File: config.mk
export PLATFORM = sky130hd
export DESIGN_NAME = icache_fill_responder
export DESIGN_NICKNAME = d
export VERILOG_FILES = /design/src/rtl/icache_fill_responder_pkg.sv /design/src/rtl/icache_fill_responder_mem_rd_tracker.sv /design/src/rtl/icache_fill_responder.sv
export SDC_FILE = /design/constraint.sdc
export NUM_CORES = 1
export LEC_CHECK = 0
export BUFFER_PORTS_ARGS = -buffer_cell sky130_fd_sc_hd__buf_2
export CORE_ASPECT_RATIO = 0.5
export CORE_MARGIN = 3
export CORE_UTILIZATION = 50
export DETAILED_ROUTE_END_ITERATION = 8
export GPL_ROUTABILITY_DRIVEN = 1
export GPL_TIMING_DRIVEN = 0
export PLACE_DENSITY_LB_ADDON = 0.3
export SLEW_MARGIN = 20
export SYNTH_ARGS = -nofsm -noshare
export SYNTH_HDL_FRONTEND = slang
export SYNTH_SLANG_ARGS = --single-unit
File: constraint.sdc
create_clock -name clk -period 6.9 [get_ports clk]
set_clock_uncertainty 0.15 [all_clocks]
set_input_delay 0.69 -clock clk [delete_from_list [all_inputs] [get_ports clk]]
set_output_delay 0.69 -clock clk [all_outputs]
set_load 0.05 [all_outputs]
File: src/rtl/icache_fill_responder_pkg.sv
// Shared types and line geometry for the instruction-cache fill responder.
package icache_pkg;

  localparam int unsigned LINE_WORDS  = 16;
  localparam int unsigned WORD_IDX_W  = 4;
  localparam int unsigned ADDR_W      = 24;
  localparam int unsigned LINE_ADDR_W = ADDR_W - WORD_IDX_W - 2;

  typedef enum logic [1:0] {
    IDLE,
    ISSUE,
    DRAIN,
    WRITE
  } fill_state_t;

endpackage

File: src/rtl/icache_fill_responder_mem_rd_tracker.sv
// Delay line that pairs each issued read with its word index so the returning
// memory data can be tagged when it arrives MEM_LATENCY cycles later.
module mem_rd_tracker #(
  parameter int unsigned MEM_LATENCY = 2,
  parameter int unsigned IDX_W       = 4
) (
  input  logic             clk,
  input  logic             rst,
  input  logic             issue_valid,
  input  logic [IDX_W-1:0] issue_idx,
  output logic             out_valid,
  output logic [IDX_W-1:0] out_idx,
  output logic             out_last
);

  logic             r_valid [MEM_LATENCY];
  logic [IDX_W-1:0] r_idx   [MEM_LATENCY];

  always_ff @(posedge clk or posedge rst) begin
    if (rst) begin
      for (int unsigned i = 0; i < MEM_LATENCY; i++) begin
        r_valid[i] <= 1'b0;
        r_idx[i]   <= '0;
      end
    end else begin
      r_valid[0] <= issue_valid;
      r_idx[0]   <= issue_valid ? issue_idx : '0;
      for (int unsigned i = 1; i < MEM_LATENCY; i++) begin
        r_valid[i] <= r_valid[i-1];
        r_idx[i]   <= r_idx[i-1];
      end
    end
  end

  // Line size is a power of two, so the final word index is all ones.
  assign out_valid = r_valid[MEM_LATENCY-1];
  assign out_idx   = r_idx[MEM_LATENCY-1];
  assign out_last  = r_valid[MEM_LATENCY-1] && (r_idx[MEM_LATENCY-1] == '1);

endmodule

File: src/rtl/icache_fill_responder.sv
// Services icache line fills as back-to-back word reads from a fixed-latency
// memory, and single-word data writes that also emit a line-invalidate notice.
module icache_fill_responder #(
  parameter  int unsigned LINE_WORDS  = 16,
  parameter  int unsigned MEM_LATENCY = 2,
  parameter  int unsigned ADDR_W      = 24,
  localparam int unsigned IDX_W       = $clog2(LINE_WORDS),
  localparam int unsigned LINE_W      = ADDR_W - IDX_W - 2
) (
  input  logic              clk,
  input  logic              rst,
  input  logic              fill_req,
  input  logic [LINE_W-1:0] fill_addr,
  output logic              fill_ack,
  output logic              fill_valid,
  output logic [31:0]       fill_data,
  output logic [IDX_W-1:0]  fill_idx,
  output logic              fill_last,
  input  logic              wr_req,
  input  logic [ADDR_W-1:0] wr_addr,
  input  logic [31:0]       wr_data,
  output logic              wr_ack,
  output logic              inv_valid,
  output logic [LINE_W-1:0] inv_addr,
  output logic              mem_re,
  output logic              mem_we,
  output logic [ADDR_W-1:0] mem_addr,
  output logic [31:0]       mem_wdata,
  input  logic [31:0]       mem_rdata
);

  import icache_pkg::*;

  fill_state_t       r_state;
  logic [LINE_W-1:0] r_line;
  logic [IDX_W-1:0]  r_cnt;
  logic              r_fill_ack;
  logic              r_wr_ack;
  logic              r_inv_valid;
  logic [LINE_W-1:0] r_inv_addr;
  logic              r_mem_re;
  logic              r_mem_we;
  logic [ADDR_W-1:0] r_mem_addr;
  logic [31:0]       r_mem_wdata;

  logic [IDX_W-1:0]  w_cnt_next;
  logic              w_trk_valid;
  logic [IDX_W-1:0]  w_trk_idx;
  logic              w_trk_last;
  logic              w_unused_bits;

  assign w_cnt_next    = r_cnt + 1'b1;
  assign w_unused_bits = ^wr_addr[1:0];

  // Outputs are registered so the word on mem_addr and r_cnt always agree,
  // which lets the tracker tag each read with r_cnt directly.
  always_ff @(posedge clk or posedge rst) begin
    if (rst) begin
      r_state     <= IDLE;
      r_line      <= '0;
      r_cnt       <= '0;
      r_fill_ack  <= 1'b0;
      r_wr_ack    <= 1'b0;
      r_inv_valid <= 1'b0;
      r_inv_addr  <= '0;
      r_mem_re    <= 1'b0;
      r_mem_we    <= 1'b0;
      r_mem_addr  <= '0;
      r_mem_wdata <= '0;
    end else begin
      r_fill_ack  <= 1'b0;
      r_wr_ack    <= 1'b0;
      r_inv_valid <= 1'b0;
      r_mem_we    <= 1'b0;
      case (r_state)
        IDLE: begin
          if (wr_req) begin
            r_state     <= WRITE;
            r_mem_we    <= 1'b1;
            r_mem_addr  <= {wr_addr[ADDR_W-1:2], 2'b00};
            r_mem_wdata <= wr_data;
            r_wr_ack    <= 1'b1;
            r_inv_valid <= 1'b1;
            r_inv_addr  <= wr_addr[ADDR_W-1:IDX_W+2];
          end else if (fill_req) begin
            r_state    <= ISSUE;
            r_fill_ack <= 1'b1;
            r_line     <= fill_addr;
            r_cnt      <= '0;
            r_mem_re   <= 1'b1;
            r_mem_addr <= {fill_addr, {IDX_W{1'b0}}, 2'b00};
          end
        end
        ISSUE: begin
          if (r_cnt == '1) begin
            r_state    <= DRAIN;
            r_mem_re   <= 1'b0;
            r_mem_addr <= '0;
          end else begin
            r_cnt      <= w_cnt_next;
            r_mem_addr <= {r_line, w_cnt_next, 2'b00};
          end
        end
        DRAIN: begin
          if (w_trk_last) begin
            r_state <= IDLE;
            r_cnt   <= '0;
          end
        end
        WRITE: begin
          r_state     <= IDLE;
          r_mem_addr  <= '0;
          r_mem_wdata <= '0;
          r_inv_addr  <= '0;
        end
        default: r_state <= IDLE;
      endcase
    end
  end

  mem_rd_tracker #(
    .MEM_LATENCY (MEM_LATENCY),
    .IDX_W       (IDX_W)
  ) u_tracker (
    .clk         (clk),
    .rst         (rst),
    .issue_valid (r_mem_re),
    .issue_idx   (r_cnt),
    .out_valid   (w_trk_valid),
    .out_idx     (w_trk_idx),
    .out_last    (w_trk_last)
  );

  assign fill_ack   = r_fill_ack;
  assign fill_valid = w_trk_valid;
  assign fill_data  = w_trk_valid ? mem_rdata : '0;
  assign fill_idx   = w_trk_idx;
  assign fill_last  = w_trk_last;
  assign wr_ack     = r_wr_ack;
  assign inv_valid  = r_inv_valid;
  assign inv_addr   = r_inv_addr;
  assign mem_re     = r_mem_re;
  assign mem_we     = r_mem_we;
  assign mem_addr   = r_mem_addr;
  assign mem_wdata  = r_mem_wdata;

endmodule
Word level (Yosys, flattened, before mapping). Index checks and enable logic that the tools add are counted.

Bitwise gates (word level): 1. Equality and inequality tests: 12. Reduce and logical (&&, ||, !) cells: 12. Multiplexer cells: 29. $add $sub $neg: 1.

Operators by type and width (number): 24-bit two-way mux (3); 24-bit case mux with 3 select lines (1); 32-bit two-way mux (2); 32-bit case mux with 2 select lines (1); 18-bit case mux with 2 select lines (1); 4-bit two-way mux (5); 18-bit two-way mux (1); 2-bit inequality test (second input constant) (6); 4-bit case mux with 3 select lines (1); 4-bit equality test (second input constant) (2); 1-bit two-way mux (8); 2-bit two-way mux (4); 2-bit case mux with 4 select lines (1); 3-bit AND reduction (2); 3-bit nonzero test (2); 5-bit AND reduction (1); 4-bit by 1-bit adder with 4-bit output (second input constant) (1); 2-bit equality test (second input constant) (2); 2-bit AND reduction (2); 4-bit AND reduction (1); 2-bit nonzero test (2); 3-bit inequality test (second input constant) (1); 2-bit by 1-bit equality test with 1-bit output (second input constant) (1); 2-bit zero test (1); other kinds (3) (3).

Bits of input ports: 110. Register bits after elaboration: 111. Logic and storage cells: 68.

Depth between registers and ports, before layout. Gate-level depths: netlist of run 1.

Word-level depth: 4. Depth in mapped cells: 6.

Modules after synthesis. A second synthesis of run 1 with hierarchy kept.

Cell total of the unflattened synthesis: 398. Area, all modules: 4625.7 µm².

Modules (own cells, without submodules): icache_fill_responder (area an instance 4304.1 µm², instances 1, cells each 376); mem_rd_tracker (area an instance 321.6 µm², instances 1, cells each 22).

Least setup slack after synthesis of run 1. Ideal clock, no wire load.

Kind: reg-to-output. From: register u_tracker.r_valid, in the netlist u_tracker.out_valid. To: output port fill_last. Data arrival time: 1.508 ns. Path buffers: 0. Stages on the path, launching flop included: 3. Setup slack: 4.552 ns. Required time: 6.060 ns. Cells stage by stage: dfrtp_1 -> nand3_1 -> nor2_1.

Cells in the longest elaborated chain, start to end: 1.

RTL lines: from (decl) (RTL line icache_fill_responder_mem_rd_tracker.sv:16) `logic r_valid [MEM_LATENCY];`; from (signal, indexed assignment) (RTL line icache_fill_responder_mem_rd_tracker.sv:29) `r_valid[i] <= r_valid[i-1];`; 1-bit logical AND (RTL line icache_fill_responder_mem_rd_tracker.sv:38) `assign out_last = r_valid[MEM_LATENCY-1] && (r_idx[MEM_LATENCY-1] == '1);`; to (decl) (RTL line icache_fill_responder.sv:18) `output logic fill_last,`.

Every way passes these cells.

Worst setup path after layout of run 1.
From: register u_tracker.r_valid, in the netlist u_tracker.out_valid. To: output port fill_data[15].

Cells in the longest elaborated chain, start to end: 1.

RTL lines: 32-bit two-way mux (RTL line icache_fill_responder.sv:136) `assign fill_data = w_trk_valid ? mem_rdata : '0;`; to (decl) (RTL line icache_fill_responder.sv:16) `output logic [31:0] fill_data,`.

Every way passes these cells.

==> out/results.tsv, run 1 <==
metric	value	unit
grt_util_met1	29.44	%
netlist_top_cells_area	dfrtp_1 58%, a22o_1 9.0%, a21oi_1 5.4%	
synth_area	4696	um^2
drt-total-wl	12.49	mm
syn_area_per_cell	11.62	um^2
maxCapViolCount	0	
dp_hpwl	9.385	mm
synthCells	404	
synth_edf_count	0	
num_rows	24	
synth_cell_type_count	36	
irDropWorstVdd	0.0003316	V
clkTransAtPathRegs	70	ps
setup_viol	0	
clock_sinks	109	
holdBufCountCts	0	
antenna_left	0	
cts_tree	built	
die_y	74.53	um
status	complete, no violations	
busiest_layer	met2	
finalCritPeriodShare	33.72	%
slew_headroom	62.67	%
placed_area	5984	um^2
ys_ff_latch	109	
cp-start-kind	flip-flop	
drtIter0Drc	190	
avgViaCountPerCell	5.203	
max_freq	429.8	MHz
die_area	10660	um^2
drcViolationCount	0	
use_met2	39.09	%
synth_ff_type	dfrtp_1	
final_cells	760	
clockBufferDepth	2	
routedWlPerCell	16.44	um
worst_pin_slew	559.9	ps
synth_top_area_share	58.09	%
grt_max_degree	82	
path_class	reg -> out	
routed-via-count	3954	
rsz0062_at_grt	false	
worst_slack	4573	ps
yosys.area.top_type	dfrtp_1	
drive_gt1_share	42.92	%
start_util	52.65	%
insertion_delay	340	ps
dp.cells	744	
cts_made_buffers	9	
p_per_area	522.4	nW/um^2
cts_root_buffer	clkbuf_16	
yosysWarnings	0	
cp_max_fo	10	
grt_pass1_vias	3760	
gp_congestion	0.8031	
area_delta_synth_final	34.51	%
crit_required	6060	ps
tns	0	ps
slew_viol_final	0	
fp.dieW	143.1	um
ys_async_sr_fraction	100.0	%
antenna_found_initial	0	
power_leakage	3.356	nW
design_area	6316	um^2
grt.met3_usage	6.744	%
diodes	0	
postCtsSetupRepairBufs	0	
grt_pass1_wl	18.93	mm
p_total	3.299	mW
cp-end-kind	output pin	
dr.pass1.iters	4	
grt.overflow.total	0	
critPathArrivalTime	1490	ps
hold_path.class	in -> async	
nNetsFinal	749	
hold_viol	0	
synth_most_common_cell	dfrtp_1	
period_minus_slack	2327	ps
core_area	8919	um^2
grt_util_all_layers	22.86	%
synth_common_cells	109 x dfrtp_1, 51 x a21oi_1, 48 x a22o_1, 42 x nor2_1, 36 x and2_1	
pin_count	227	
pre_cts_slack	4748	ps
seq_area_frac_synth	58.09	%
h-tree-depth	3	
cts_resized	0	
portBuffers	221	
-- cell usage in the layout (no fill, tap or decap), types with 2 or more instances in the layout --
| master | n |
|---|---|
| conb_1 | 2 |
| dfrtp_1 | 109 |
| buf_2 | 232 |
| clkinvlp_4 | 2 |
| buf_6 | 3 |
| bufinv_16 | 2 |
| inv_6 | 3 |
| a21oi_1 | 51 |
| nor2b_1 | 2 |
| mux2i_1 | 15 |
| clkbuf_1 | 6 |
| mux2_1 | 18 |
| clkbuf_16 | 9 |
| o21ai_1 | 4 |
| a22oi_1 | 2 |
| xor2_1 | 2 |
| o21ai_0 | 3 |
| a22o_1 | 48 |
| and2_1 | 36 |
| nand2_1 | 9 |
| nor2_1 | 42 |
| nand2b_1 | 6 |
| nand3_1 | 3 |
| buf_4 | 17 |
-- metrics by stage --
stage | util, % | hold slack, ps
2_1_floorplan | - | 181.2
3_3_place_gp | 66.74 | 184.3
3_5_place_dp | 67.10 | 184.7
4_1_cts | 70.82 | 144.7
5_1_grt | 70.82 | 156.6
6_report | 70.82 | 144.5
-- kinds of logic (layout without fill, tap and decap cells) --
family                     count (synthesis)  count (layout)  synth area share [%]
and+or+nand+nor                          103             103                 11.35
muxes                                     33              33                 7.514
adders and majority gates                  1               1                0.2664
xor gates and xnor gates                   2               2                0.3731
other                                      1               2               0.07986
buffers and inverters                     39             277                 5.249
DFF                                      109             109                 58.09
AOI/OAI and AO/OA                        116             116                 17.08
-- layer usage --
metal  vias up  wire, um
li1       1884         -
met1      1931      5233
met2       131      6302
met3         8       877
met4         0        78
met5         -         0
-- where the power goes --
part	switching [mW]	total, mW	leakage [nW]	internal (mW)
Clock	0.234	0.564	0.156	0.331
Sequential	0.147	1.05	1.37	0.900
Combinational	1.19	1.69	1.83	0.493
Total	1.58	3.30	3.36	1.72
-- final timing paths --
kind                                startpoint                   end  slack, ps  cells past startpoint
max                        u_tracker.out_valid         fill_data[15]       4570                      3
min                                        rst         mem_wdata[18]        140                      2
max reg2reg                           r_cnt[0]          mem_addr[11]       5110                      6
min reg2reg                 u_tracker.r_idx[5]  u_tracker.out_idx[1]        200                      0
max in group asynchronous                  rst           mem_addr[5]       5770                      3
min in group clk            u_tracker.r_idx[5]  u_tracker.out_idx[1]        200                      0
-- cell type report --
type / instances / area, um^2
Buffer: 37 / 239.0
Clock buffer: 10 / 239.0
Clock inverter: 6 / 92.59
Fill cell: 688 / 2603
Inverter: 2 / 12.51
Multi-Input combinational cell: 257 / 1725
Sequential cell: 109 / 2728
Tap cell: 117 / 146.4
Timing Repair Buffer: 222 / 1134
-- worst max-delay path: stages, from the launching register on --
cell and delay [ps]:
dfrtp_1 440, clkbuf_1 260, and2_1 170, buf_2 260
-- flip-flops by register name, indices dropped and copies added, names as in the netlist --
name / flops
r_line: 18
u_tracker.r_valid: 1
u_tracker.out_valid: 1
mem_addr: 22
mem_re: 1
u_tracker.r_idx: 4
mem_we: 1
mem_wdata: 32
inv_addr: 18
u_tracker.out_idx: 4
fill_ack: 1
r_cnt: 4
r_state: 2
(Power assumes the default switching activity.)
==> run 2: changes to the inputs <==
--- a/config.mk
+++ b/config.mk
@@ -5,10 +5,11 @@
 export SDC_FILE = /design/constraint.sdc
 export NUM_CORES = 1
 export LEC_CHECK = 0
+export ABC_AREA = 1
 export BUFFER_PORTS_ARGS = -buffer_cell sky130_fd_sc_hd__buf_2
 export CORE_ASPECT_RATIO = 0.5
 export CORE_MARGIN = 3
-export CORE_UTILIZATION = 50
+export CORE_UTILIZATION = 43
 export DETAILED_ROUTE_END_ITERATION = 8
 export GPL_ROUTABILITY_DRIVEN = 1
 export GPL_TIMING_DRIVEN = 0
==> constraint.sdc (replaced) <==
create_clock -name clk -period 2 [get_ports clk]
set_clock_uncertainty 0.15 [all_clocks]
set_input_delay 0.2 -clock clk [delete_from_list [all_inputs] [get_ports clk]]
set_output_delay 0.2 -clock clk [all_outputs]
set_load 0.05 [all_outputs]
==> out/results.tsv, run 2 <==
metric	value	unit	change
start_util	44.78	%	was 52.65%
largest_register_ffs	32		unchanged
busiest_layer	met2		unchanged
critPathArrivalTime	1980	ps	was 1490 ps
synth_common_cells	282 x nand2_1, 109 x dfrtp_1, 77 x nand3_1, 44 x inv_1, 27 x o21ai_0		was 109 x dfrtp_1, 51 x a21oi_1, 48 x a22o_1, 42 x nor2_1, 36 x and2_1
rsz0062_at_grt	false		unchanged
h-tree-depth	3		unchanged
synth_top_area_share	54.64	%	was 58.09%
p_per_area	1656	nW/um^2	was 522.4 nW/um^2
slew_headroom	66.06	%	was 62.67%
p_total	12.17	mW	was 3.299 mW
cts_root_buffer	clkbuf_16		unchanged
cp_max_fo	10		unchanged
drcViolationCount	0		unchanged
p_int	5.895	mW	was 1.724 mW
maxCapViolCount	0		unchanged
antenna_found_initial	0		unchanged
ys_async_sr_fraction	100.0	%	unchanged
cp-start-kind	flip-flop		unchanged
final_cells	1083		was 760
period_minus_slack	1841	ps	
avgViaCountPerCell	4.853		was 5.203
nNetsFinal	1045		was 749
area_delta_synth_final	47.24	%	was 34.51%
crit_required	2140	ps	was 6060 ps
grt_pass1_wl	24.85	mm	was 18.93 mm
pin_count	227		unchanged
tns	0	ps	unchanged
synth_cell_type_count	24		was 36
grt_pass1_vias	4954		was 3760
dp_hpwl	11.19	mm	was 9.385 mm
portBuffers	221		unchanged
p_clk_share	15.4	%	was 17.1%
clkTransAtPathRegs	70	ps	about the same
final_common_cell	nand2_1		was buf_2
seq_area_frac_synth	54.64	%	was 58.09%
synth_most_common_cell	nand2_1		was dfrtp_1
grt_max_degree	30		was 82
die_y	82.19	um	was 74.53 um
ys_ff_latch	109		unchanged
placed_area	6382	um^2	was 5984 um^2
synth_edf_count	0		unchanged
cts_made_buffers	9		unchanged
core_area	11150	um^2	was 8919 um^2
drive_gt1_share	30.38	%	was 42.92%
status	complete, no violations		unchanged
netlist_top_cells_area	dfrtp_1 55%, nand2_1 21%, nand3_1 7.7%		was dfrtp_1 58%, a22o_1 9.0%, a21oi_1 5.4%
combPwrFrac	54.7	%	was 51.2%
power_leakage	4.394	nW	was 3.356 nW
clock_sinks	109		unchanged
die_area	13020	um^2	was 10660 um^2
path_class	reg -> reg		was reg -> out
clockBufferDepth	2		unchanged
setup_viol	0		unchanged
worst_pin_slew	508.1	ps	was 559.9 ps
fp.dieW	158.4	um	was 143.1 um
use_met2	43.18	%	was 39.09%
pre_cts_slack	94.24	ps	was 4748 ps
insertion_delay	340	ps	about the same
yosys.area.top_type	dfrtp_1		unchanged
grt.met3_usage	5.049	%	was 6.744%
cts_tree	built		unchanged
hold_path.class	in -> reg		was in -> async
yosysWarnings	0		unchanged
fill_cells	982		was 688
routed-via-count	5256		was 3954
drt-total-wl	15.78	mm	was 12.49 mm
gp_congestion	0.8681		was 0.8031
grt.overflow.total	0		unchanged
finalCritPeriodShare	92.04	%	
num_rows	27		was 24
most-common-layout-cells	282 x nand2_1, 236 x buf_2, 109 x dfrtp_1		was 232 x buf_2, 109 x dfrtp_1, 51 x a21oi_1
irDropWorstVdd	0.0006528	V	was 0.0003316 V
synth_ff_type	dfrtp_1		unchanged
worst_slack	159.1	ps	was 4573 ps
swShare	51.57	%	was 47.75%
syn_area_per_cell	7.899	um^2	was 11.62 um^2
cp-end-kind	flip-flop		was output pin
design_area	7351	um^2	was 6316 um^2
drtIter0Drc	387		was 190
grt_util_all_layers	24.41	%	was 22.86%
antenna_left	0		unchanged
routedWlPerCell	14.57	um	was 16.44 um
dp.cells	1003		was 744
switching_power	6.278	mW	was 1.575 mW
grt_util_met1	30.49	%	was 29.44%
synthCells	632		was 404
slew_viol_final	0		unchanged
max_freq	543.2	MHz	
dr.pass1.iters	5		was 4
p_seq_share	29.9	%	was 31.7%
hold_viol	0		unchanged
diodes	0		unchanged
synth_area	4992	um^2	was 4696 um^2
## run 2: final cells by class
| cell class | count | area, um^2 | area share [%] |
|---|---|---|---|
| Multi-Input combinational cell | 431 | 1818 | 24.73 |
| Clock buffer | 11 | 232.7 | 3.166 |
| Clock inverter | 4 | 73.82 | 1.004 |
| Sequential cell | 109 | 2728 | 37.11 |
| Timing Repair Buffer | 291 | 1862 | 25.33 |
| Buffer | 43 | 267.8 | 3.643 |
| Inverter | 49 | 187.7 | 2.553 |
| Tap cell | 145 | 181.4 | 2.468 |
## run 2: logic make-up (layout without fill, tap and decap cells)
family                     Yosys count  count (layout)  share of synthesized area [%]
and+or+nand+nor                    388             388                          31.80
DFF                                109             109                          54.64
buffers and inverters               93             398                          9.023
AOI/OAI and AO/OA                   40              40                          4.210
adders and majority gates            1               1                         0.2506
other                                1               2                        0.07512
## run 2: power groups by stage
stage / combinational, mW / clock (mW) / sequential, mW
after floorplan: 2.96 / 0 / 5.62
after global placement: 6.45 / 0 / 3.63
after detailed placement: 6.55 / 0 / 3.67
after CTS: 6.69 / 1.91 / 3.63
after global routing: 7.20 / 2.00 / 3.75
final: 6.66 / 1.88 / 3.64
## run 2: routing by layer
metal  share of wire [%]  up-vias
li1                    -     2554
met1                  42     2477
met2                  50      182
met3                 5.6       43
met4                 2.9        0
met5                   0        -
## run 2: critical path, stage by stage (launching register included)
cell,delay (ps)
dfrtp_1,440
ha_1,250
nand3_1,150
clkbuf_1,430
nand3_1,120
o21ai_1,130
nand2_1,70
nand2_1,50
## run 2: stage by stage
stage / hold slack (ps) / utilization [%]
global placement: 185.0 / 56.40
detailed placement: 118.5 / 57.25
finish: 27.02 / 65.94
CTS: 20.60 / 65.96
floorplan: 159.6 / -
global route: 43.43 / 65.94
## run 2: what timing repair did
| item | in CTS | in global routing |
|---|---|---|
| endpoints found under the hold margin | 83 | 0 |
| setup buffers | 0 | 0 |
| hold buffers | 66 | 0 |
| setup endpoints to repair | 30 | 37 |
| resized for setup | 3 | 2 |
## run 2: final timing paths
kind                       slack [ps]              endpoint                from  cells after the start
max in group asynchronous         540          mem_addr[19]                 rst                      6
hold reg to reg                   190  u_tracker.out_idx[2]  u_tracker.r_idx[6]                      0
setup / recovery                  160           mem_addr[8]            r_cnt[0]                      7
hold / removal                     30           inv_addr[1]          wr_addr[7]                      3
min in group asynchronous         310  u_tracker.r_valid[1]                 rst                      3
setup reg to reg                  160           mem_addr[8]            r_cnt[0]                      7
